`src/rtl/cache_arbiter_if.sv`:
```
// Bus bundle between the I-cache/D-cache miss ports, the arbiter and physical memory.
// slave  : the arbiter's view (requests and pmem responses in, strobes and resps out).
// master : the environment's view (caches plus memory).
interface cache_arbiter_if #(
    parameter int ADDR_W = 32,
    parameter int LINE_W = 256
);
    logic              a_read;
    logic [ADDR_W-1:0] a_address;
    logic              mem_resp_a;
    logic [LINE_W-1:0] a_rdata;

    logic              b_read;
    logic              b_write;
    logic [ADDR_W-1:0] b_address;
    logic [LINE_W-1:0] b_wdata;
    logic              mem_resp_b;
    logic [LINE_W-1:0] b_rdata;

    logic              pmem_read;
    logic              pmem_write;
    logic [ADDR_W-1:0] pmem_address;
    logic [LINE_W-1:0] pmem_wdata;
    logic              pmem_resp;
    logic [LINE_W-1:0] pmem_rdata;

    modport slave (
        input  a_read, a_address, b_read, b_write, b_address, b_wdata,
               pmem_resp, pmem_rdata,
        output mem_resp_a, a_rdata, mem_resp_b, b_rdata,
               pmem_read, pmem_write, pmem_address, pmem_wdata
    );

    modport master (
        output a_read, a_address, b_read, b_write, b_address, b_wdata,
               pmem_resp, pmem_rdata,
        input  mem_resp_a, a_rdata, mem_resp_b, b_rdata,
               pmem_read, pmem_write, pmem_address, pmem_wdata
    );
endinterface

```
`src/rtl/cache_arbiter.sv`:
```
// cache_arbiter: multiplexes I-cache (port A) and D-cache (port B) line misses onto a
// single physical-memory port, one transaction in flight at a time. The winning
// request is latched at grant so the memory side stays stable until pmem_resp.
// Configuration macro ARB_ROUND_ROBIN_EN: when defined, ties alternate using a
// last_grant register; when undefined, port B always wins ties.
module cache_arbiter #(
    parameter int ADDR_W = 32,
    parameter int LINE_W = 256
) (
    input  logic            clk,
    input  logic            reset,
    cache_arbiter_if.slave  bus
);
    typedef enum logic [1:0] {IDLE, SERVE_A, SERVE_B} state_e;

    state_e            state;
    state_e            state_next;
    logic [ADDR_W-1:0] addr_q;
    logic [LINE_W-1:0] wdata_q;
    logic              write_q;

    logic              a_req;
    logic              b_req;
    logic              prefer_b;
    logic              grant_a;
    logic              grant_b;

    assign a_req = bus.a_read;
    assign b_req = bus.b_read | bus.b_write;

`ifdef ARB_ROUND_ROBIN_EN
    typedef enum logic {PORT_A, PORT_B} port_e;
    port_e last_grant;

    // Remember which port won the most recent grant.
    always_ff @(posedge clk) begin
        if (reset)        last_grant <= PORT_A;
        else if (grant_b) last_grant <= PORT_B;
        else if (grant_a) last_grant <= PORT_A;
    end

    assign prefer_b = (last_grant == PORT_A);
`else
    assign prefer_b = 1'b1;
`endif

    // Pick a winner only while IDLE; the loser keeps its level request up and waits.
    always_comb begin
        // NOTE: every signal driven here gets a default first, so no path leaves it unassigned and no latch is inferred.
        grant_a = 1'b0;
        grant_b = 1'b0;
        if (state == IDLE) begin
            if (b_req && (!a_req || prefer_b)) grant_b = 1'b1;
            else if (a_req)                    grant_a = 1'b1;
        end
    end

    // State register.
    always_ff @(posedge clk) begin
        // NOTE: sequential state uses non-blocking assignments so every flop samples pre-edge values.
        if (reset) state <= IDLE;
        else       state <= state_next;
    end

    // Next state: grant from IDLE, return to IDLE on the memory completion.
    always_comb begin
        state_next = state;
        unique case (state)
            IDLE: begin
                if (grant_b)      state_next = SERVE_B;
                else if (grant_a) state_next = SERVE_A;
            end
            SERVE_A, SERVE_B: begin
                if (bus.pmem_resp) state_next = IDLE;
            end
            default: state_next = IDLE;
        endcase
    end

    // Latch the granted request; on a B read+write the write wins.
    always_ff @(posedge clk) begin
        // NOTE: these datapath registers are reset because pmem_address/pmem_wdata have defined reset values.
        if (reset) begin
            addr_q  <= '0;
            wdata_q <= '0;
            write_q <= 1'b0;
        end else if (grant_b) begin
            addr_q  <= bus.b_address;
            wdata_q <= bus.b_wdata;
            write_q <= bus.b_write;
        end else if (grant_a) begin
            addr_q  <= bus.a_address;
            write_q <= 1'b0;
        end
    end

    // Outputs: strobes from the state and latched op, resps straight from pmem_resp.
    always_comb begin
        bus.pmem_read    = (state == SERVE_A) || ((state == SERVE_B) && !write_q);
        bus.pmem_write   = (state == SERVE_B) && write_q;
        bus.pmem_address = addr_q;
        bus.pmem_wdata   = wdata_q;
        bus.mem_resp_a   = (state == SERVE_A) && bus.pmem_resp;
        bus.mem_resp_b   = (state == SERVE_B) && bus.pmem_resp;
        bus.a_rdata      = bus.pmem_rdata;
        bus.b_rdata      = bus.pmem_rdata;
    end
endmodule
```
`src/flat_wrapper.sv`:
```
// flat-port wrapper written by rule: the top's interface ports become plain ports
module cache_arbiter_flat 
#(
    parameter int ADDR_W = 32,
    parameter int LINE_W = 256
)
  (clk, reset, bus_a_read, bus_a_address, bus_b_read, bus_b_write, bus_b_address, bus_b_wdata, bus_pmem_resp, bus_pmem_rdata, bus_mem_resp_a, bus_a_rdata, bus_mem_resp_b, bus_b_rdata, bus_pmem_read, bus_pmem_write, bus_pmem_address, bus_pmem_wdata);
  cache_arbiter_if #(.ADDR_W(ADDR_W), .LINE_W(LINE_W)) bus_i ();
  input  logic clk;
  input  logic reset;
  input wire logic [$bits(bus_i.a_read)-1:0] bus_a_read;
  input wire logic [$bits(bus_i.a_address)-1:0] bus_a_address;
  input wire logic [$bits(bus_i.b_read)-1:0] bus_b_read;
  input wire logic [$bits(bus_i.b_write)-1:0] bus_b_write;
  input wire logic [$bits(bus_i.b_address)-1:0] bus_b_address;
  input wire logic [$bits(bus_i.b_wdata)-1:0] bus_b_wdata;
  input wire logic [$bits(bus_i.pmem_resp)-1:0] bus_pmem_resp;
  input wire logic [$bits(bus_i.pmem_rdata)-1:0] bus_pmem_rdata;
  output wire logic [$bits(bus_i.mem_resp_a)-1:0] bus_mem_resp_a;
  output wire logic [$bits(bus_i.a_rdata)-1:0] bus_a_rdata;
  output wire logic [$bits(bus_i.mem_resp_b)-1:0] bus_mem_resp_b;
  output wire logic [$bits(bus_i.b_rdata)-1:0] bus_b_rdata;
  output wire logic [$bits(bus_i.pmem_read)-1:0] bus_pmem_read;
  output wire logic [$bits(bus_i.pmem_write)-1:0] bus_pmem_write;
  output wire logic [$bits(bus_i.pmem_address)-1:0] bus_pmem_address;
  output wire logic [$bits(bus_i.pmem_wdata)-1:0] bus_pmem_wdata;
  assign bus_i.a_read = bus_a_read;
  assign bus_i.a_address = bus_a_address;
  assign bus_i.b_read = bus_b_read;
  assign bus_i.b_write = bus_b_write;
  assign bus_i.b_address = bus_b_address;
  assign bus_i.b_wdata = bus_b_wdata;
  assign bus_i.pmem_resp = bus_pmem_resp;
  assign bus_i.pmem_rdata = bus_pmem_rdata;
  assign bus_mem_resp_a = bus_i.mem_resp_a;
  assign bus_a_rdata = bus_i.a_rdata;
  assign bus_mem_resp_b = bus_i.mem_resp_b;
  assign bus_b_rdata = bus_i.b_rdata;
  assign bus_pmem_read = bus_i.pmem_read;
  assign bus_pmem_write = bus_i.pmem_write;
  assign bus_pmem_address = bus_i.pmem_address;
  assign bus_pmem_wdata = bus_i.pmem_wdata;
  cache_arbiter #(.ADDR_W(ADDR_W), .LINE_W(LINE_W)) u_core (.clk(clk), .reset(reset), .bus(bus_i));
endmodule
```
`config.mk`:
```
export PLATFORM = sky130hd
export DESIGN_NAME = cache_arbiter_flat
export DESIGN_NICKNAME = d
export VERILOG_FILES = /design/src/rtl/cache_arbiter_if.sv /design/src/rtl/cache_arbiter.sv /design/src/flat_wrapper.sv
export SDC_FILE = /design/constraint.sdc
export NUM_CORES = 1
export LEC_CHECK = 0
export CAP_MARGIN = 25
export CORE_AREA = 2 2 543 545
export DETAILED_ROUTE_END_ITERATION = 16
export DIE_AREA = 0 0 545 547
export DONT_BUFFER_PORTS = 1
export GPL_ROUTABILITY_DRIVEN = 0
export HOLD_SLACK_MARGIN = 0.1
export MAX_ROUTING_LAYER = met4
export PLACE_DENSITY = 0.3
export SYNTH_ARGS = -nofsm -noshare
export SYNTH_HDL_FRONTEND = slang
export SYNTH_SLANG_ARGS = --single-unit
```
`constraint.sdc`:
```
create_clock -name clk -period 3.7 [get_ports clk]
set_input_delay 0.37 -clock clk [delete_from_list [all_inputs] [get_ports clk]]
set_output_delay 0.37 -clock clk [all_outputs]
set_load 0.005 [all_outputs]
```
After elaboration in Yosys (flattened, before gate mapping)
Cells that the tools add are included.
{"block": "word_totals", "inputBits": 582, "elab_cells": 32, "ff_bits": 291, "output_inout_bits": 804}
{"block": "classes", "eq_ne": 4, "n_bitwise": 1, "n_reduce_logical": 10, "mux": 13}
{"op": "$mux W32", "n": 2}
{"op": "$mux W1", "n": 7}
{"op": "$mux W2", "n": 3}
{"op": "$logic_and A1 B1 Y1", "n": 4}
{"op": "$pmux W2 S2", "n": 1}
{"op": "$ne A3 B1 Y1 const B", "n": 1}
{"op": "$eq A2 B1 Y1 const B", "n": 1}
{"op": "$eq A2 B2 Y1 const B", "n": 1}
{"op": "$logic_not A2 Y1", "n": 1}
{"op": "$ne A2 B2 Y1 const B", "n": 1}
{"op": "$reduce_and A2 Y1", "n": 1}
{"op": "$reduce_bool A2 Y1", "n": 1}
{"op": "$reduce_or A2 Y1", "n": 1}
{"op": "$logic_not A1 Y1", "n": 1}
{"op": "$logic_or A1 B1 Y1", "n": 1}
{"op": "$or A1 B1 Y1", "n": 1}

Logic depth before layout (Yosys ltp)
{"block": "logic_depth", "word_depth": 6, "mapped_depth": 8, "mapped_depth_nobuf": 5}

Worst setup path before layout
Ideal clock, no wire load.
{"block": "synth_path", "kind": "register -> register", "startpoint": "register u_core.state[0]", "endpoint": "register u_core.addr_q[10] (netlist: u_core.bus.pmem_address[10])", "arrival_ps": 1299, "period_less_slack_ps": 1390, "slack_ps": 2310, "n_path_buf": 2, "path_stages_with_launch": 8, "required_ps": 3608, "setup_time_ps": 92, "cell_sequence": "dfxtp_1 -> inv_1 -> ha_1 -> buf_2 -> o31a_2 -> buf_4 -> nor2_1 -> nor4_1"}
{"block": "synth_between", "elab_chain_len": 3, "word_cells_on_any_way": 5, "cone_classes": "mux (3); reduce/logical (2)"}
{"element": "from (decl)", "line_no": "cache_arbiter.sv:16", "text": "state_e state;"}
{"element": "from (signal assigned)", "line_no": "cache_arbiter.sv:62", "text": "else state <= state_next;"}
{"element": "$logic_not A2 Y1 *", "line_no": "cache_arbiter.sv:52", "text": "if (state == IDLE) begin"}
{"element": "$mux W1", "line_no": "cache_arbiter.sv:52"}
{"element": "$mux W32 / $reduce_bool A2 Y1 (equally long branches)"}
{"element": "to (signal assigned)", "line_no": "cache_arbiter.sv:88", "text": "addr_q <= bus.b_address;"}
{"element": "to (signal assigned)", "line_no": "cache_arbiter.sv:92", "text": "addr_q <= bus.a_address;"}
{"element": "to (decl)", "line_no": "cache_arbiter.sv:18", "text": "logic [ADDR_W-1:0] addr_q;"}
Mark *: on every way between the ends. The rest lies on a longest branch, timed or not.
A chain may end at the register's enable or synchronous reset.

Worst setup path after layout
{"block": "layout_path", "startpoint": "register u_core.state[0]", "endpoint": "register u_core.wdata_q[64] (netlist: u_core.bus.pmem_wdata[64])"}
{"block": "layout_between", "elab_chain_len": 2}
{"element": "$logic_not A2 Y1", "line_no": "cache_arbiter.sv:52"}
{"element": "$mux W1", "line_no": "cache_arbiter.sv:52"}
{"element": "to (signal assigned)", "line_no": "cache_arbiter.sv:89", "text": "wdata_q <= bus.b_wdata;"}
{"element": "to (decl)", "line_no": "cache_arbiter.sv:19", "text": "logic [LINE_W-1:0] wdata_q;"}
No other way between the ends.

==> out/results.tsv <==
stage	metric	value	unit
clocking	clock slew seen by the registers of the worst setup and hold paths	0.06	ns
job	Max-Cap Viols	0	
cells_and_area	commonest cells after routing, fill and taps aside	nand2_1, dlygate4sd3_1, dfxtp_1, a21oi_1, nor2_1	
grt	vias in the first global route	12600	
critical_path	worst setup path class	reg2reg	
die	IO Pins	1386	
synth	Cell variety after synth	22	
critical_path	slowest CP cell	o21a_4	
critical_path	Worst EP arrival	3.38	ns
critical_path	Setup crit start kind	register	
critical_path	Max Fanout on Critical Path	65	
hold_path	class of the worst hold path	in2reg	
detailed_routing	total number of vias	12300	
pwr	PwrDens	536	nW/um^2
placed_design	I/O Buffers	0	
sta	period utilization	0.744	
synth	Synth Instances	1829	
die	DIE WIDTH	545	um
detailed_routing	DR iter-0 viols	753	
grt	initial antenna violation count	94	
clocking	worst-skew pair later-pin latency	0.72	ns
detailed_routing	antenna-violating nets left	0	
cells_and_area	Final #Nets	2274	
clocking	Max Buffers Root-to-Sink	3	
critical_path	Crit. End Element	register	
cells_and_area	most common cell after layout, fill and taps aside	nand2_1	
sta	RSZ-0062 raised after global routing	false	
clocking	htree depth	2	
clocking	CTS Buf Count	50	
clocking	Hold Buf Count CTS	406	
die	Initial Util	0.0486	
grt	first-pass GRT wire length	180000	um
placed_design	Inst Count DP	5150	
detailed_routing	drt total wl	153000	um
detailed_routing	Via density	2.16	
clocking	TritonCTS clock tree	done	
critical_path	crit-path cells	inv_1, ha_2, o21a_4, buf_12, nand2_1, a21oi_1, dlygate4sd3_1	
sta	worst slew pin tran	1.33	ns
placed_design	dpl cell area	15000	um^2
cells_and_area	Area growth syn-to-layout	47.2	%
critical_path	WP data required	4.32	ns
cells_and_area	final instance area	20900	um^2
pwr	Leak	6.74	nW
clocking	Post-CTS Setup Inserts	0	
sta	fin crit period	2.75	ns
critical_path	Crit path largest cell delay	0.60	ns
sta	Final Max Tran Viols	0	
cells_and_area	Layout Cells excl Fill	5686	
clocking	CTS Sinks	291	
detailed_routing	DRT Pass-1 Iters	5	
die	die height	547	um
sta	worst-case clock skew	0.0539	ns
synth	Post-Syn Area	14200	um^2
detailed_routing	wire per inst	26.9	um
die	die area	298000	um^2
synth	Yosys reg bits	291	
sta	Hold Violations, Final	0	
sta	Rel. slew slack	0.111	
sta	setup violators final	0	
synth	Post-Syn Nets	2414	
die	Std-Cell Core Area	293000	um^2
sta	Max Fclk	0.364	GHz
clocking	root buffer cell	clkbuf_16	
sta	Fin Setup TNS	0	ns
die	Row Count	199	
detailed_routing	number of remaining DRC errors	0	
run_status	status	complete, no violations	
grt	All-Layer GR Usage	0.102	
grt	global route overflow	0	
clocking	post-CTS sizing	0	
grt	largest net degree at the start of global routing	204	
synth	synth warn	0	
synth	syn_area_per_cell	7.77	um^2
cells_and_area	fraction of layout cells with a size suffix above 1	0.0613	
pwr	Max IR drop VDD	0.363	mV
placed_design	DP HPWL	128000	um
synth	Seq/Total Area, Yosys	0.410	
-- kinds of logic after synthesis --
kind of cell	share of synthesized area
AO/OA/AOI/OAI	0.0946
adder cells (fa/ha/maj)	0.00264
buffers and inverters	0.305
flip-flops	0.410
AND/OR/NAND/NOR	0.188
-- registers in the layout (all words and copies together) (netlist names) --
| name | cells |
|---|---|
| u_core.bus.pmem_wdata | 256 |
| u_core.bus.pmem_address | 32 |
| u_core.state | 2 |
| u_core.write_q | 1 |
-- synth_stat cells, drive strengths merged --
master   number  area share
ha            3      0.0026
a21oi       259       0.091
and2          3      0.0013
inv           3     0.00079
a22oi         1     0.00053
o21ai         3      0.0011
nand4bb       1     0.00079
o21a          1     0.00053
o31a          1     0.00070
nand2b        1     0.00044
buf         575        0.29
nor4         32       0.014
clkbuf       40       0.011
dfxtp       291        0.41
nor3          1     0.00035
a21o          1     0.00053
nand2       513        0.14
nor2b         2     0.00088
nor3b        32       0.017
nor2         66       0.017
-- routing by layer --
layer  vias to the layer above  track usage  wire length [um]
met3                       583        0.127             43700
met5                         -            -                 0
met1                      5434       0.0756             40200
li1                       5086            -                 -
met4                         0       0.0518              9540
met2                      1159        0.139             59600
-- worst paths after layout --
| check | start | cells after the start | to | slack, ns |
|---|---|---|---|---|
| worst max-delay path | u_core.state[0]$_SDFFE_PP0P_ | 7 | u_core.bus.pmem_wdata[64]$_SDFFE_PP0P_ | 0.95 |
| worst min-delay path | reset | 2 | u_core.bus.pmem_wdata[130]$_SDFFE_PP0P_ | 0.27 |
| worst max register to register | u_core.state[0]$_SDFFE_PP0P_ | 7 | u_core.bus.pmem_wdata[64]$_SDFFE_PP0P_ | 0.95 |
| worst min register to register | u_core.bus.pmem_wdata[67]$_SDFFE_PP0P_ | 2 | u_core.bus.pmem_wdata[67]$_SDFFE_PP0P_ | 0.48 |
-- worst max-delay path, delay by kind of cell (launching register included) --
family                     cells  cell delay [ns]
AOI/OAI and AO/OA              2             0.76
adders and majority gates      1             0.27
buffers and inverters          3             0.98
DFF                            1             0.32
and+or+nand+nor                1             0.17
-- cell type report --
| cell class | count | area, um^2 |
|---|---|---|
| fill | 34300 | 272000 |
| sequential | 291 | 5830 |
| tap | 3919 | 4900 |
| timing repair buffer | 423 | 4270 |
| multi-input combinational | 920 | 4090 |
| clock buffer | 67 | 1400 |
| clock inverter | 25 | 312 |
| antenna | 38 | 95.1 |
| inverter | 3 | 11.3 |
-- per-stage QoR --
step           hold WS (ns)  power [mW]  setup WS (ns)    util
2_1_floorplan         0.453        5.02           2.31       -
3_3_place_gp          0.464        5.60           1.38  0.0514
3_5_place_dp          0.463        5.62           1.34  0.0514
4_1_cts               0.185        11.6          0.790  0.0711
5_1_grt               0.241        11.9          0.688  0.0713
6_report              0.268        11.2          0.949  0.0715
-- report_power, final --
part	switching (mW)	internal, mW	total, mW
Clock	2.17	3.01	5.18
Combinational	0.986	0.742	1.73
Sequential	0.812	3.48	4.30
No activity file was read; power rests on OpenSTA's default activity.
